### src/rtl/arb_rr_ctrl_if.sv
// Request/grant bundle for the round-robin arbiter.
// The slave side belongs to the arbiter; the master side belongs to whoever drives the requests.
interface arb_rr_ctrl_if #(
    parameter int WIDTH = 4
);
    logic [WIDTH-1:0]         v_req;
    logic [WIDTH-1:0]         v_release;
    logic [WIDTH-1:0]         v_grant;
    logic                     grant_vld;
    logic [$clog2(WIDTH)-1:0] grant_idx;
    logic [WIDTH-1:0]         v_priority;
    logic                     timeout;

    modport slave (
        input  v_req,
        input  v_release,
        output v_grant,
        output grant_vld,
        output grant_idx,
        output v_priority,
        output timeout
    );

    modport master (
        output v_req,
        output v_release,
        input  v_grant,
        input  grant_vld,
        input  grant_idx,
        input  v_priority,
        input  timeout
    );
endinterface

### src/rtl/arb_rr_ctrl.sv
// Round-robin arbiter with a locked grant, bounded hold time and back-to-back handover.
// The priority pointer moves only when a grant ends, and then points one above the
// requester that just finished.
module arb_rr_ctrl #(
    parameter int WIDTH    = 4,
    parameter int HOLD_MAX = 16
) (
    input  logic          clk,
    input  logic          rst_n,
    arb_rr_ctrl_if.slave  bus
);
    localparam int IW = $clog2(WIDTH);
    localparam int CW = $clog2(HOLD_MAX + 1);
    localparam logic [CW-1:0] HOLD_LIM = CW'(HOLD_MAX - 1);

    typedef enum logic {IDLE, BUSY} state_t;

    state_t           state;
    logic [WIDTH-1:0] grant_q;
    logic [WIDTH-1:0] prio_q;
    logic [IW-1:0]    idx_q;
    logic [CW-1:0]    hold_cnt;
    logic             timeout_q;

    logic [IW-1:0]    prio_idx;
    logic [IW-1:0]    nxt_idx;
    logic [IW-1:0]    base_idx;
    logic [IW-1:0]    win_idx;
    logic [WIDTH-1:0] win_oh;
    logic [WIDTH-1:0] prio_rot;
    logic             found;
    logic             rel_hit;
    logic             at_limit;
    int unsigned      pos;

    assign nxt_idx  = (idx_q == IW'(WIDTH - 1)) ? '0 : idx_q + 1'b1;
    assign prio_rot = {grant_q[WIDTH-2:0], grant_q[WIDTH-1]};
    assign rel_hit  = bus.v_release[idx_q];
    assign at_limit = (hold_cnt == HOLD_LIM);

    // Encode the one-hot priority pointer into a binary start position.
    always_comb begin
        prio_idx = '0;
        for (int unsigned i = 0; i < WIDTH; i++) begin
            if (prio_q[i]) prio_idx = IW'(i);
        end
    end

    // Circular first-set search; while busy the search is only consumed at grant end,
    // so it always starts from the rotated pointer (one above the current owner).
    always_comb begin
        base_idx = (state == BUSY) ? nxt_idx : prio_idx;
        found    = 1'b0;
        win_idx  = '0;
        win_oh   = '0;
        pos      = 0;
        for (int unsigned i = 0; i < WIDTH; i++) begin
            pos = 32'(base_idx) + i;
            if (pos >= WIDTH) pos = pos - WIDTH;
            if (!found && bus.v_req[IW'(pos)]) begin
                found   = 1'b1;
                win_idx = IW'(pos);
            end
        end
        if (found) win_oh[win_idx] = 1'b1;
    end

    // Two-state controller holding grant, pointer, hold counter and timeout pulse.
    always_ff @(posedge clk or negedge rst_n) begin
        if (!rst_n) begin
            state     <= IDLE;
            grant_q   <= '0;
            prio_q    <= {{(WIDTH-1){1'b0}}, 1'b1};
            idx_q     <= '0;
            hold_cnt  <= '0;
            timeout_q <= 1'b0;
        end else begin
            timeout_q <= 1'b0;
            case (state)
                IDLE: begin
                    if (found) begin
                        state    <= BUSY;
                        grant_q  <= win_oh;
                        idx_q    <= win_idx;
                        hold_cnt <= '0;
                    end
                end
                BUSY: begin
                    if (rel_hit || at_limit) begin
                        timeout_q <= !rel_hit;
                        prio_q    <= prio_rot;
                        hold_cnt  <= '0;
                        if (found) begin
                            grant_q <= win_oh;
                            idx_q   <= win_idx;
                        end else begin
                            state   <= IDLE;
                            grant_q <= '0;
                            idx_q   <= '0;
                        end
                    end else begin
                        hold_cnt <= hold_cnt + 1'b1;
                    end
                end
                default: state <= IDLE;
            endcase
        end
    end

    assign bus.v_grant    = grant_q;
    assign bus.grant_vld  = (state == BUSY);
    assign bus.grant_idx  = idx_q;
    assign bus.v_priority = prio_q;
    assign bus.timeout    = timeout_q;
endmodule
### src/flat_wrapper.sv
// flat-port wrapper written by rule: the top's interface ports become plain ports
module arb_rr_ctrl_flat 
#(
    parameter int WIDTH    = 4,
    parameter int HOLD_MAX = 16
)
  (clk, rst_n, bus_v_req, bus_v_release, bus_v_grant, bus_grant_vld, bus_grant_idx, bus_v_priority, bus_timeout);
  arb_rr_ctrl_if #(.WIDTH(WIDTH)) bus_i ();
  input  logic clk;
  input  logic rst_n;
  input wire logic [$bits(bus_i.v_req)-1:0] bus_v_req;
  input wire logic [$bits(bus_i.v_release)-1:0] bus_v_release;
  output wire logic [$bits(bus_i.v_grant)-1:0] bus_v_grant;
  output wire logic [$bits(bus_i.grant_vld)-1:0] bus_grant_vld;
  output wire logic [$bits(bus_i.grant_idx)-1:0] bus_grant_idx;
  output wire logic [$bits(bus_i.v_priority)-1:0] bus_v_priority;
  output wire logic [$bits(bus_i.timeout)-1:0] bus_timeout;
  assign bus_i.v_req = bus_v_req;
  assign bus_i.v_release = bus_v_release;
  assign bus_v_grant = bus_i.v_grant;
  assign bus_grant_vld = bus_i.grant_vld;
  assign bus_grant_idx = bus_i.grant_idx;
  assign bus_v_priority = bus_i.v_priority;
  assign bus_timeout = bus_i.timeout;
  arb_rr_ctrl #(.WIDTH(WIDTH), .HOLD_MAX(HOLD_MAX)) u_core (.clk(clk), .rst_n(rst_n), .bus(bus_i));
endmodule
### config.mk
export PLATFORM = sky130hd
export DESIGN_NAME = arb_rr_ctrl_flat
export DESIGN_NICKNAME = d
export VERILOG_FILES = /design/src/rtl/arb_rr_ctrl_if.sv /design/src/rtl/arb_rr_ctrl.sv /design/src/flat_wrapper.sv
export SDC_FILE = /design/constraint.sdc
export NUM_CORES = 1
export LEC_CHECK = 0
export BUFFER_PORTS_ARGS = -buffer_cell sky130_fd_sc_hd__buf_2
export CAP_MARGIN = 20
export CORE_MARGIN = 4
export CORE_UTILIZATION = 53
export CTS_CLUSTER_SIZE = 12
export DETAILED_ROUTE_END_ITERATION = 8
export GPL_TIMING_DRIVEN = 0
export PLACE_DENSITY_LB_ADDON = 0.15
export SYNTH_ARGS = -nofsm -noshare
export SYNTH_HDL_FRONTEND = slang
export SYNTH_SLANG_ARGS = --single-unit
### constraint.sdc
create_clock -name clk -period 3.18 [get_ports clk]
set_clock_uncertainty 0.1 [all_clocks]
set_input_delay 0.159 -clock clk [delete_from_list [all_inputs] [get_ports clk]]
set_output_delay 0.159 -clock clk [all_outputs]
set_load 0.03 [all_outputs]
== Word level (Yosys, flattened, before mapping) ==
Index checks and enable logic that the tools add are counted.

* Register bits after elaboration: 17
* Input port bits: 10
* Output and inout bits: 12
* Word-level logic and storage cells: 87

* $add $sub $neg: 9
* Magnitude comparators: 11
* Equality and inequality tests: 4
* Mux-type cells: 45
* Bitwise logic cells: 1
* Reductions and logical operators: 11

{| class="wikitable"
|+ Operator list
! operator !! count
|-
| $mux W2 || 15
|-
| $lt A2 B3 Y1 const B || 6
|-
| $mux W1 || 15
|-
| $mux W4 || 3
|-
| $bmux W1 S2 || 5
|-
| $mux W5 || 2
|-
| $pmux W5 S2 || 1
|-
| $ge A3 B3 Y1 const B || 3
|-
| $pmux W4 S2 || 1
|-
| $sub A2 B1 Y2 const B || 4
|-
| $add A2 B2 Y3 const B || 2
|-
| $add A5 B1 Y5 const B || 1
|-
| $eq A5 B4 Y1 const B || 1
|-
| $logic_and A1 B1 Y1 || 4
|-
| $logic_not A1 Y1 || 4
|-
| $pmux W2 S2 || 1
|-
| $reduce_and A2 Y1 || 2
|-
| $add A2 B1 Y3 const B || 1
|-
| $ge A2 B3 Y1 const B || 1
|-
| $add A2 B1 Y2 const B || 1
|-
| $demux W1 S2 || 1
|-
| $eq A2 B2 Y1 const B || 1
|-
| $ge A2 B1 Y1 const B || 1
|-
| $ne A2 B1 Y1 const B || 1
|-
| other kinds (4) || 4
|}

== Depth between registers and ports, before layout ==
* Depth after elaboration: 25
* Mapped depth: 8
* Mapped depth without buffers: 7

== Worst setup path after synthesis ==
Ideal clock, no wire load.

* Path type: register to register
* From: register u_core.idx_q[0], in the netlist u_core.bus.grant_idx[0]
* To: register u_core.grant_q[1], in the netlist u_core.bus.v_grant[1]
* Setup time: 122 ps
* Arrival time: 2189 ps
* Required time: 2958 ps
* Path slack: 770 ps
* Stages on the path, launching flop included: 7
* Buffers on the path: 0
* Period minus slack after synthesis: 2410 ps
* Path through: dfrtp_1 ha_1 or4b_4 o211a_1 a31oi_1 a32oi_1 a32o_1

* Word-level cells in the longest chain between the ends: 24
* Elaborated cells on any way between the ends: 56
* Those cells by class: add/sub: 8; order compare: 6; eq/ne: 3; mux: 30; reduce/logical: 9

{| class="wikitable"
|+ Ends and longest elaborated chain
! element !! line !! text
|-
| start, declared || arb_rr_ctrl.sv:21 || <nowiki>logic [IW-1:0] idx_q;</nowiki>
|-
| start signal, assigned || arb_rr_ctrl.sv:84 || <nowiki>idx_q <= win_idx;</nowiki>
|-
| start signal, assigned || arb_rr_ctrl.sv:95 || <nowiki>idx_q <= win_idx;</nowiki>
|-
| parallel branches: the longest is 24 deep, another holds $add A2 B1 Y3 || n/a ||
|-
| end signal, assigned || arb_rr_ctrl.sv:83 || <nowiki>grant_q <= win_oh;</nowiki>
|-
| end signal, assigned || arb_rr_ctrl.sv:94 || <nowiki>grant_q <= win_oh;</nowiki>
|-
| end, declared || arb_rr_ctrl.sv:19 || <nowiki>logic [WIDTH-1:0] grant_q;</nowiki>
|}

Several ways; the timed one is not identified. The select of a mux whose other input is x is not followed.
A chain may end at the register's enable or synchronous reset.

== Worst setup path after layout ==
Ends and elaborated chain as after synthesis.

==> impl_metrics.ini <==
[sta]
max_clock_freq_mhz = 396
report.final.setup_viol = 0
rsz0062_at_grt = false
report.final.slew_viol_count = 0
final.setup.worst_slack_ns = 0.652
final.setup.tns_ns = 0
tightestPinTransition_ns = 0.666
hold_violations = 0
finalCritPeriodShare_pct = 79.5
normalized_max_slew_margin_pct = 55.2
clock_period_minus_final_worst_setup_slack_ns = 2.53

[clock_network]
cts_max_path_buffers = 2
worstSkewPairLatency_ns = 0.30
clock-root-buffer = sky130_fd_sc_hd__clkbuf_4
cts_tree = built
clk_pin_slew_worst_paths_ns = 0.10
clock_sinks = 17
clock_tree.htree_level_count = 1
cts_made_buffers = 3

[run]
timing.max_cap.violations = 0

[yosys]
synth-edff-count = 0
async_reset_ff_share_pct = 100
synthDistinctLibCells = 43
syn-num-nets = 120
synthesis.area_sq_um = 1060
syn-instance-count = 107
yosys_register_bits = 17
ys_dominant_reg_cell = sky130_fd_sc_hd__dfrtp_1
syn-mean-instance-area_sq_um = 9.88
count_of_synthesis_stage_warnings_from_yosys = 0
synth.yosys.seq_area_share_pct = 40.4

[hold_path]
holdCritPathClass = primary input to flop
holdPathEnd = u_core.bus.timeout
hold_start = bus_v_release[2]
timing.hold.worst_path_depth = 3

[placement]
dp_hpwl_um = 1880
gp_congestion = 0.873
placement.io_buffers = 21
pre_cts_ws_ns = 0.679

[final_layout]
layout.nets = 147
fillCellCount = 150
diodes = 0
area.sequential_sq_um = 427
syn_to_final_growth_pct = 16.4
final_core_utilization_pct = 68.3
final_layout_size_suffix_gt1_share_pct = 32.3
final_cell_mix = sky130_fd_sc_hd__buf_2 (22), sky130_fd_sc_hd__dfrtp_1 (16), sky130_fd_sc_hd__nand2_1 (11)
multi_input_comb_area_sq_um = 596
layout.cells.most_common = sky130_fd_sc_hd__buf_2

[global_routing]
vias_in_the_first_global_route = 889
global_route.overflow_total = 0
initial_antenna_violation_count = 0
largest_net_degree_at_the_start_of_global_routing = 18
global_route_wire_length_before_repair_um = 3930
gr-usage-all-layers_pct = 19.6

[critical_path]
worstSetupStartpointType = flop
critical_path_required_ns = 3.27
worstReg2RegStart = u_core.bus.grant_idx[0]
worstPathMaxFanout = 8
cpPeakStageDelay_ns = 0.58
critPathArrivalTime_ns = 2.62
r2r_end = u_core.bus.v_grant[1]
critPathKind = flop to flop
reg2regPathDepth = 6
path_cells = ha_1 -> or4b_4 -> o211a_1 -> a31oi_1 -> a32oi_1 -> a32o_1
end_kind = flop
ff2ff_setup_slack_ns = 0.65
critical-path-slowest-cell = sky130_fd_sc_hd__or4b_4

[power_and_ir_drop]
max-vdd-ir-drop_mv = 0.563
p_leak_nw = 0.561
power.density_nw_per_um2 = 963

[floorplan]
ioPinCount = 22
floorplan.die.height_um = 52.7
floorplan.initialDensity_pct = 58.7
floorplan.die_area_sq_um = 2770
placement_rows = 15
core_region_area_sq_um = 1800
die_w_um = 52.7

[route]
drc = 0
avgViaCountPerCell = 6.07
post_drt_wl_per_cell_um = 15.4
dr_total_vias = 959
drt_first_pass_iters = 5
ant_nets = 0
postRouteWirelength_um = 2440
detailedRoute.firstIterationViolations = 22

[status]
status = completed
routing by layer:
metal | vias up | global-route usage [%] | part of all wire, %
met1 | 464 | 26.2 | 46
met3 | 6 | 5.41 | 6.4
met4 | 0 | 3.83 | 0.82
li1 | 458 | - | -
met2 | 31 | 31.6 | 47
met5 | - | 0 | 0
worst max-delay path: cells and delay by family, from the launching register on:
family | cells | cell delay (ns)
flip-flops | 1 | 0.48
AO/OA/AOI/OAI | 4 | 0.88
AND/OR/NAND/NOR | 1 | 0.58
adder cells (fa/ha/maj) | 1 | 0.38
cell usage after synthesis (2+ instances only):
library cell,n,area (sq um)
sky130_fd_sc_hd__dfrtp_1,16,400
sky130_fd_sc_hd__nand2_1,11,41.3
sky130_fd_sc_hd__o21ai_0,10,50.1
sky130_fd_sc_hd__nor2_1,7,26.3
sky130_fd_sc_hd__inv_1,5,18.8
sky130_fd_sc_hd__mux2_2,4,45.0
sky130_fd_sc_hd__nand2b_1,4,25.0
sky130_fd_sc_hd__a32o_1,3,30.0
sky130_fd_sc_hd__ha_1,3,37.5
sky130_fd_sc_hd__o31ai_1,3,22.5
sky130_fd_sc_hd__or2_2,3,18.8
sky130_fd_sc_hd__a21oi_1,2,10.0
sky130_fd_sc_hd__a311oi_1,2,17.5
sky130_fd_sc_hd__a31oi_1,2,12.5
sky130_fd_sc_hd__nand3_1,2,10.0
sky130_fd_sc_hd__nor2b_1,2,12.5
sky130_fd_sc_hd__o2111ai_1,2,17.5
where the power goes:
part / switching [mW] / total, mW / internal, mW / leakage (nW)
clock network: 0.0688 / 0.116 / 0.0469 / 0.0177
logic: 0.404 / 0.704 / 0.299 / 0.327
registers: 0.0791 / 0.366 / 0.287 / 0.217
final cells by class:
| type | instances | area share (%) |
|---|---|---|
| inverters | 5 | 1.52 |
| multi-input cells | 83 | 48.4 |
| clock buffers | 3 | 1.83 |
| well taps | 25 | 2.54 |
| flip-flops and latches | 17 | 34.7 |
| plain buffers | 2 | 1.32 |
| repair buffers | 22 | 9.35 |
| clock inverters | 1 | 0.407 |
worst max path at each step:
stage | from | end | slack, ns | cells after the start
4_1_cts | u_core.bus.grant_idx[0] | u_core.bus.v_grant[1] | 0.66 | 6
3_3_place_gp | u_core.bus.grant_idx[0] | u_core.bus.v_grant[1] | 0.72 | 6
5_1_grt | u_core.bus.grant_idx[0] | u_core.bus.v_grant[0] | 0.56 | 6
6_report | u_core.bus.grant_idx[0] | u_core.bus.v_grant[1] | 0.65 | 6
3_5_place_dp | u_core.bus.grant_idx[0] | u_core.bus.v_grant[1] | 0.68 | 6
2_1_floorplan | u_core.bus.grant_idx[0] | u_core.bus.v_grant[1] | 0.77 | 6
state kept, by name, summed over array words and instances, names as in the netlist:
signal	cells
u_core.hold_cnt	5
u_core.bus.v_grant	4
u_core.bus.v_priority	4
u_core.bus.grant_idx	2
u_core.bus.grant_vld	1
u_core.bus.timeout	1
per-stage QoR:
stage | instance area, sq um | hold WS, ns | total power [mW] | instances
6_report | 1230 | 0.157 | 1.19 | 158
5_1_grt | 1230 | 0.165 | 1.27 | 158
4_1_cts | 1230 | 0.162 | 1.18 | 158
3_5_place_dp | 1190 | -0.00840 | 1.07 | 153
3_3_place_gp | 1190 | -0.00984 | 1.04 | 153
2_1_floorplan | 1060 | -0.237 | 0.891 | 107
repair_timing:
action / in CTS / in global routing
hold buffers: 1 / 0
setup endpoints to repair: 0 / 0
resized for setup: 0 / 0
hold endpoints to repair: 17 / 0
buffers inserted: 0 / 0
cell families (layout without fill, tap and decap cells):
logic type	after synthesis	in the layout	share of synthesized area (%)
buffers and inverters	7	33	3.31
muxes	6	6	7.34
DFF	17	17	40.4
adders and majority gates	3	3	3.55
and+or+nand+nor	40	40	22.0
AOI/OAI and AO/OA	34	34	23.4
Power figures use the tool's default switching activity.
